### src/rtl/uart_pkg.sv
// Shared UART definitions: parity mode codes, transmitter state encoding and
// baud divisor arithmetic.
package uart_pkg;

    localparam int PARITY_NONE = 0;
    localparam int PARITY_ODD  = 1;
    localparam int PARITY_EVEN = 2;

    typedef enum logic [2:0] {
        TX_IDLE   = 3'd0,
        TX_START  = 3'd1,
        TX_DATA   = 3'd2,
        TX_PARITY = 3'd3,
        TX_STOP   = 3'd4
    } tx_state_e;

    // Round-to-nearest clock cycles per bit; 64-bit intermediate avoids overflow.
    function automatic int uart_divisor(input int freq, input int baud);
        longint f;
        longint b;
        f = longint'(freq);
        b = longint'(baud);
        return int'((f + (b / 2)) / b);
    endfunction

endpackage

### src/rtl/uart_tx_framed_if.sv
// Producer-side valid/ready handshake carrying one data word per transfer.
interface uart_tx_framed_if #(
    parameter int DATA_W = 8
) ();

    logic [DATA_W-1:0] data;
    logic              data_valid;
    logic              data_ready;

    modport master (
        output data,
        output data_valid,
        input  data_ready
    );

    modport slave (
        input  data,
        input  data_valid,
        output data_ready
    );

endinterface

### src/rtl/uart_baud_tick.sv
// Free-running bit-period counter producing a one-cycle tick every DIVISOR clocks;
// restart forces the count back to zero so a new frame starts on a full period.
module uart_baud_tick #(
    parameter int DIVISOR = 10
) (
    input  logic clk,
    input  logic reset,
    input  logic restart,
    output logic tick
);

    localparam int CW = (DIVISOR < 2) ? 1 : $clog2(DIVISOR);

    generate
        if (DIVISOR < 2) begin : g_bad_divisor
            $error("uart_baud_tick: DIVISOR must be at least 2");
        end
    endgenerate

    logic [CW-1:0] cnt_q;
    logic [CW-1:0] cnt_d;
    logic          at_end;

    assign at_end = (cnt_q == CW'(DIVISOR - 1));
    assign tick   = at_end;

    always_comb begin
        cnt_d = cnt_q + 1'b1;
        if (restart || at_end) begin
            cnt_d = '0;
        end
    end

    always_ff @(posedge clk) begin
        if (reset) begin
            cnt_q <= '0;
        end else begin
            cnt_q <= cnt_d;
        end
    end

endmodule

### src/rtl/uart_tx_framed.sv
// UART transmitter with input FIFO and configurable framing (width, parity,
// stop bits, bit order); bit timing from a clock-enable tick.
module uart_tx_framed
    import uart_pkg::*;
#(
    parameter int NATIVE_CLK_FREQUENCY = 50_000_000,
    parameter int BAUDRATE             = 9600,
    parameter int FRAME_DATA_LENGTH    = 8,
    parameter int PARITY_MODE          = PARITY_NONE,
    parameter int STOP_BITS            = 1,
    parameter int ENABLE_BIG_ENDIAN    = 0,
    parameter int FIFO_DEPTH           = 4
) (
    input  logic                        clk,
    input  logic                        reset,
    uart_tx_framed_if.slave             in_if,
    output logic                        tx,
    output logic                        busy,
    output logic [$clog2(FIFO_DEPTH):0] fifo_level
);

    localparam int DIVISOR = uart_divisor(NATIVE_CLK_FREQUENCY, BAUDRATE);
    localparam int DW      = FRAME_DATA_LENGTH;
    localparam int PTR_W   = (FIFO_DEPTH < 2) ? 1 : $clog2(FIFO_DEPTH);
    localparam int LVL_W   = PTR_W + 1;
    localparam int IDX_W   = $clog2(FRAME_DATA_LENGTH);

    generate
        if (DIVISOR < 2) begin : g_bad_divisor
            $error("uart_tx_framed: clock/baud ratio gives DIVISOR below 2");
        end
        if (FRAME_DATA_LENGTH < 5 || FRAME_DATA_LENGTH > 9) begin : g_bad_length
            $error("uart_tx_framed: FRAME_DATA_LENGTH must be 5..9");
        end
        if (PARITY_MODE != PARITY_NONE && PARITY_MODE != PARITY_ODD &&
            PARITY_MODE != PARITY_EVEN) begin : g_bad_parity
            $error("uart_tx_framed: PARITY_MODE must be 0, 1 or 2");
        end
        if (STOP_BITS != 1 && STOP_BITS != 2) begin : g_bad_stop
            $error("uart_tx_framed: STOP_BITS must be 1 or 2");
        end
        if (FIFO_DEPTH < 2 || (FIFO_DEPTH & (FIFO_DEPTH - 1)) != 0) begin : g_bad_depth
            $error("uart_tx_framed: FIFO_DEPTH must be a power of two, at least 2");
        end
    endgenerate

    // ---------------- input FIFO ----------------
    logic [DW-1:0]    fifo_mem [FIFO_DEPTH];
    logic [PTR_W-1:0] wr_ptr_q, wr_ptr_d;
    logic [PTR_W-1:0] rd_ptr_q, rd_ptr_d;
    logic [LVL_W-1:0] level_q, level_d;
    logic             fifo_full;
    logic             fifo_empty;
    logic             push;
    logic             pop;
    logic [DW-1:0]    head_word;

    assign fifo_full        = (level_q == LVL_W'(FIFO_DEPTH));
    assign fifo_empty       = (level_q == '0);
    // Ready depends only on the level, so a same-cycle pop never frees a slot early.
    assign in_if.data_ready = !reset && !fifo_full;
    assign push             = in_if.data_valid && in_if.data_ready;
    assign head_word        = fifo_mem[rd_ptr_q];
    assign fifo_level       = level_q;

    always_ff @(posedge clk) begin
        if (push) begin
            fifo_mem[wr_ptr_q] <= in_if.data;
        end
    end

    always_comb begin
        wr_ptr_d = wr_ptr_q;
        rd_ptr_d = rd_ptr_q;
        level_d  = level_q;
        if (push) begin
            wr_ptr_d = wr_ptr_q + 1'b1;
        end
        if (pop) begin
            rd_ptr_d = rd_ptr_q + 1'b1;
        end
        case ({push, pop})
            2'b10:   level_d = level_q + 1'b1;
            2'b01:   level_d = level_q - 1'b1;
            default: level_d = level_q;
        endcase
    end

    // ---------------- framing FSM ----------------
    tx_state_e        state_q, state_d;
    logic [DW-1:0]    shift_q, shift_d;
    logic [IDX_W-1:0] idx_q, idx_d;
    logic             parity_q, parity_d;
    logic             load;
    logic             baud_tick;
    logic             baud_restart;

    assign baud_restart = (state_q == TX_IDLE) && !fifo_empty;

    uart_baud_tick #(
        .DIVISOR (DIVISOR)
    ) u_baud_tick (
        .clk     (clk),
        .reset   (reset),
        .restart (baud_restart),
        .tick    (baud_tick)
    );

    always_comb begin
        state_d  = state_q;
        shift_d  = shift_q;
        idx_d    = idx_q;
        parity_d = parity_q;
        load     = 1'b0;
        case (state_q)
            TX_IDLE: begin
                if (!fifo_empty) begin
                    load = 1'b1;
                end
            end
            TX_START: begin
                if (baud_tick) begin
                    state_d = TX_DATA;
                    idx_d   = '0;
                end
            end
            TX_DATA: begin
                if (baud_tick) begin
                    shift_d = (ENABLE_BIG_ENDIAN != 0) ? (shift_q << 1) : (shift_q >> 1);
                    if (idx_q == IDX_W'(DW - 1)) begin
                        idx_d   = '0;
                        state_d = (PARITY_MODE != PARITY_NONE) ? TX_PARITY : TX_STOP;
                    end else begin
                        idx_d = idx_q + 1'b1;
                    end
                end
            end
            TX_PARITY: begin
                if (baud_tick) begin
                    state_d = TX_STOP;
                    idx_d   = '0;
                end
            end
            TX_STOP: begin
                if (baud_tick) begin
                    if (idx_q == IDX_W'(STOP_BITS - 1)) begin
                        // Chain straight into the next frame when more data is queued.
                        if (!fifo_empty) begin
                            load = 1'b1;
                        end else begin
                            state_d = TX_IDLE;
                        end
                    end else begin
                        idx_d = idx_q + 1'b1;
                    end
                end
            end
            default: begin
                state_d = TX_IDLE;
            end
        endcase

        if (load) begin
            state_d  = TX_START;
            shift_d  = head_word;
            idx_d    = '0;
            parity_d = (PARITY_MODE == PARITY_EVEN) ? (^head_word) : (~^head_word);
        end
    end

    assign pop = load;

    always_comb begin
        tx = 1'b1;
        case (state_q)
            TX_START:  tx = 1'b0;
            TX_DATA:   tx = (ENABLE_BIG_ENDIAN != 0) ? shift_q[DW-1] : shift_q[0];
            TX_PARITY: tx = parity_q;
            default:   tx = 1'b1;
        endcase
    end

    assign busy = (state_q != TX_IDLE) || !fifo_empty;

    always_ff @(posedge clk) begin
        if (reset) begin
            state_q  <= TX_IDLE;
            shift_q  <= '0;
            idx_q    <= '0;
            parity_q <= 1'b0;
            wr_ptr_q <= '0;
            rd_ptr_q <= '0;
            level_q  <= '0;
        end else begin
            state_q  <= state_d;
            shift_q  <= shift_d;
            idx_q    <= idx_d;
            parity_q <= parity_d;
            wr_ptr_q <= wr_ptr_d;
            rd_ptr_q <= rd_ptr_d;
            level_q  <= level_d;
        end
    end

endmodule

### src/flat_wrapper.sv
// flat-port wrapper written by rule: the top's interface ports become plain ports
module uart_tx_framed_flat import uart_pkg::*;
#(
    parameter int NATIVE_CLK_FREQUENCY = 50_000_000,
    parameter int BAUDRATE             = 9600,
    parameter int FRAME_DATA_LENGTH    = 8,
    parameter int PARITY_MODE          = PARITY_NONE,
    parameter int STOP_BITS            = 1,
    parameter int ENABLE_BIG_ENDIAN    = 0,
    parameter int FIFO_DEPTH           = 4
)
  (clk, reset, tx, busy, fifo_level, in_if_data, in_if_data_valid, in_if_data_ready);
  uart_tx_framed_if #(.DATA_W(8)) in_if_i ();
  input  logic clk;
  input  logic reset;
  output logic tx;
  output logic busy;
  output logic [$clog2(FIFO_DEPTH):0] fifo_level;
  input wire logic [$bits(in_if_i.data)-1:0] in_if_data;
  input wire logic [$bits(in_if_i.data_valid)-1:0] in_if_data_valid;
  output wire logic [$bits(in_if_i.data_ready)-1:0] in_if_data_ready;
  assign in_if_i.data = in_if_data;
  assign in_if_i.data_valid = in_if_data_valid;
  assign in_if_data_ready = in_if_i.data_ready;
  uart_tx_framed #(.NATIVE_CLK_FREQUENCY(NATIVE_CLK_FREQUENCY), .BAUDRATE(BAUDRATE), .FRAME_DATA_LENGTH(FRAME_DATA_LENGTH), .PARITY_MODE(PARITY_MODE), .STOP_BITS(STOP_BITS), .ENABLE_BIG_ENDIAN(ENABLE_BIG_ENDIAN), .FIFO_DEPTH(FIFO_DEPTH)) u_core (.clk(clk), .reset(reset), .in_if(in_if_i), .tx(tx), .busy(busy), .fifo_level(fifo_level));
endmodule
### config.mk
export PLATFORM = sky130hd
export DESIGN_NAME = uart_tx_framed_flat
export DESIGN_NICKNAME = d
export VERILOG_FILES = /design/src/rtl/uart_pkg.sv /design/src/rtl/uart_tx_framed_if.sv /design/src/rtl/uart_baud_tick.sv /design/src/rtl/uart_tx_framed.sv /design/src/flat_wrapper.sv
export SDC_FILE = /design/constraint.sdc
export NUM_CORES = 1
export LEC_CHECK = 0
export CAP_MARGIN = 40
export CORE_MARGIN = 3
export CORE_UTILIZATION = 30
export DETAILED_ROUTE_END_ITERATION = 8
export DONT_BUFFER_PORTS = 1
export SYNTH_ARGS = -nofsm -noshare
export SYNTH_HDL_FRONTEND = slang
export SYNTH_SLANG_ARGS = --single-unit
export TNS_END_PERCENT = 30
### constraint.sdc
create_clock -name clk -period 2.7 [get_ports clk]
set_clock_uncertainty 0.2 [all_clocks]
set_input_delay 0.135 -clock clk [delete_from_list [all_inputs] [get_ports clk]]
set_output_delay 0.135 -clock clk [all_outputs]
set_load 0.02 [all_outputs]
==> flow_summary_export.csv <==
group,metric,value,unit
cells_and_area,area_delta_synth_final,21.2,%
floorplanning,die_h,106,um
cells_and_area,nets,304,
logic_synthesis,yosysWarnings,0,
cells_and_area,fill_cells,971,
grt,gr-total-overflow,0,
worst_setup_path,cp.required,2.77,ns
floorplanning,start_util,31.0,%
grt,grt_max_degree,16,
logic_synthesis,synth.most_common_cell,"dfxtp_1",
grt,antenna_found_initial,0,
cells_and_area,n_antenna_cell,0,
worst_setup_path,crit_type,"reg2reg",
worst_setup_path,crit_chain,"ha_4 -> and4bb_2 -> a41o_1 -> nand2_2 -> clkinv_2 -> ha_4 -> inv_1 -> fa_1 -> xor2_1 -> or3_1 -> a21oi_2",
logic_synthesis,synth_area,3030,um^2
worst_setup_path,crit_path_end_kind,"flip-flop",
flow_run,cap_viol_max_count,0,
timing,setup_violations,0,
power,irDropWorstVdd,494,uV
worst_setup_path,cp_slowest_cell,"dfxtp_4",
logic_synthesis,synth_area_leaders,"edfxtp_1 (32%), dfxtp_1 (24%), mux4_1 (5.2%), xnor2_1 (3.8%), ha_1 (3.7%)",
route,vias_per_cell,4.66,
floorplanning,fp.dieW,106,um
place,dp_cells,382,
worst_setup_path,cp.arrival,2.65,ns
floorplanning,ios,17,
route,detail_route.wl_per_cell,12.8,um
clocking,cts_tree,"yes",
logic_synthesis,syn_nets,274,
logic_synthesis,ys_seq_elements,69,
timing,drv_slew,0,
route,wl,5.38,mm
place,pre_cts_slack,0.0440,ns
timing,fmax,388,MHz
logic_synthesis,ys_top_cells_by_count,"dfxtp_1 (37), edfxtp_1 (32), nor2_1 (28)",
logic_synthesis,syn_inst,253,
logic_synthesis,syn_avg_cell_area,12.0,um^2
worst_setup_path,cp_slowest_stage_delay,0.37,ns
timing,setup_ws,0.121,ns
floorplanning,design.core.area,9770,um^2
clocking,cts.htree.levels,3,
worst_setup_path,worstPathMaxFanout,4,
status,status,"complete, no violations",
grt,grt.total_usage,10.7,%
place,dp_hpwl,3.42,mm
logic_synthesis,synth_edf_count,32,
worst_setup_path,critPathBufInv,2,
route,num_vias,1963,
route,final_antenna_net_count,0,
cells_and_area,drive_gt1_share,14.2,%
route,drtIter0Drc,66,
power,p_total,3.31,mW
worst_setup_path,crit_top_cell,"ha_4",
timing,layout_worst_path_cycle_share,95.5,%
timing,tightestPinTransition,0.618,ns
cells_and_area,fin_cells,421,
grt,grt_pass1_wl,9.65,mm
grt,grt_pass1_vias,2050,
timing,relSlewSlack,58.8,%
logic_synthesis,synth.largest_area_cell,"edfxtp_1",
clocking,worstSkewPairLatency,0.34,ns
logic_synthesis,ys_seq_area_share,56.2,%
worst_setup_path,setup.worst_path.start_class,"flip-flop",
logic_synthesis,synthArstFlopShare,0,%
place,io_buffers,0,
cells_and_area,fin_util,37.6,%
clocking,clock-sinks,69,
clocking,clk_path_buf_depth,2,
logic_synthesis,yosysTopAreaCellShare,31.7,%
min_path,min_path_type,"in2reg",
logic_synthesis,synth_top_flop_cell,"dfxtp_1",
logic_synthesis,synth_cell_types,40,
clocking,cts_inserted_buffers,9,
place,place_congestion,0.720,
floorplanning,die_area,11300,um^2
route,drcViolationCount,0,
worst_setup_path,path_delay_family,"simple AND/OR/NAND/NOR gates",
floorplanning,rows,36,
route,dr.pass1.iters,4,
power,power_density,901,nW/um^2
power,power_leakage,1.30,nW
clocking,cts.clk_slew.worst_paths,0.08,ns
timing,min_period,2.58,ns
timing,hold_viol_final,0,
clocking,cts-root-buf,"clkbuf_8",
==> where the power goes <==
part	switching, mW	internal [mW]
Combinational	0.572	0.573
Clock	0.398	0.420
Sequential	0.114	1.23
Total	1.08	2.22
==> cells by family after synthesis <==
group	share of synthesized area [%]
and+or+nand+nor	15.0
muxes	7.02
adders and majority gates	4.38
buffers and inverters	3.10
xor gates and xnor gates	6.65
DFF	56.2
AOI/OAI and AO/OA	7.64
==> worst register-to-register path, cell delays in order (launching register included) <==
cell	delay [ns]
dfxtp_4	0.37
ha_4	0.15
and4bb_2	0.25
a41o_1	0.20
nand2_2	0.07
clkinv_2	0.07
ha_4	0.13
inv_1	0.04
fa_1	0.37
xor2_1	0.16
or3_1	0.35
a21oi_2	0.16
==> per-stage QoR <==
step	setup TNS (ns)	cell area [um^2]	hold WS (ns)
2_1_floorplan	0	3040	0.0339
6_report	0	3670	0.0746
4_1_cts	0	3620	0.0785
3_5_place_dp	0	3200	0.0139
5_1_grt	-0.0440	3670	0.0890
3_3_place_gp	0	3200	0.0103
==> per-layer routing <==
metal | vias up | share of wire (%) | GRT usage, %
li1 | 979 | - | -
met5 | - | 0 | 0
met4 | 0 | 1.4 | 4.38
met2 | 26 | 50 | 18.2
met1 | 950 | 44 | 12.6
met3 | 8 | 3.9 | 3.40
==> final timing paths <==
check,startpoint,endpoint,slack [ns],cells after the start
setup reg to reg,u_core.u_baud_tick.cnt_q[0]$_SDFF_PP0_,u_core.fifo_level[2]$_SDFFE_PP0P_,0.12,11
hold / removal,in_if_data_valid,u_core.fifo_mem[3][1]$_DFFE_PP_,0.07,1
hold reg to reg,u_core.u_baud_tick.cnt_q[0]$_SDFF_PP0_,u_core.u_baud_tick.cnt_q[0]$_SDFF_PP0_,0.26,1
setup / recovery,u_core.u_baud_tick.cnt_q[0]$_SDFF_PP0_,u_core.fifo_level[2]$_SDFFE_PP0P_,0.12,11
==> flip-flops by register name, summed over array words and instances (netlist names), named ones only <==
register,cells
u_core.u_baud_tick.cnt_q,13
u_core.shift_q,8
u_core.fifo_level,3
u_core.fifo_mem,32
u_core.state_q,3
u_core.idx_q,3
u_core.rd_ptr_q,2
u_core.wr_ptr_q,2
u_core.parity_q,1
==> timing repair <==
item	4_1_cts	5_1_grt
buffers inserted	0	0
endpoints found under the hold margin	57	0
gates resized for setup	0	12
hold buffers	23	0
setup endpoints to repair	0	10
==> cells in the final DEF (no fill, tap or decap), types with 10 or more instances in the layout <==
master	n
dfxtp_1	35
edfxtp_1	32
nor2_1	28
dlygate4sd3_1	22
xnor2_1	13
nand2_1	11
a21oi_1	10
xor2_1	10
==> layout make-up <==
class / count / area (um^2) / area share, %
well taps: 133 / 166 / 4.53
inverters: 10 / 38.8 / 1.06
flip-flops and latches: 69 / 1710 / 46.5
clock inverters: 7 / 66.3 / 1.81
repair buffers: 31 / 293 / 7.98
multi-input cells: 162 / 1280 / 34.8
clock buffers: 9 / 124 / 3.37
Power figures use the tool's default switching activity.
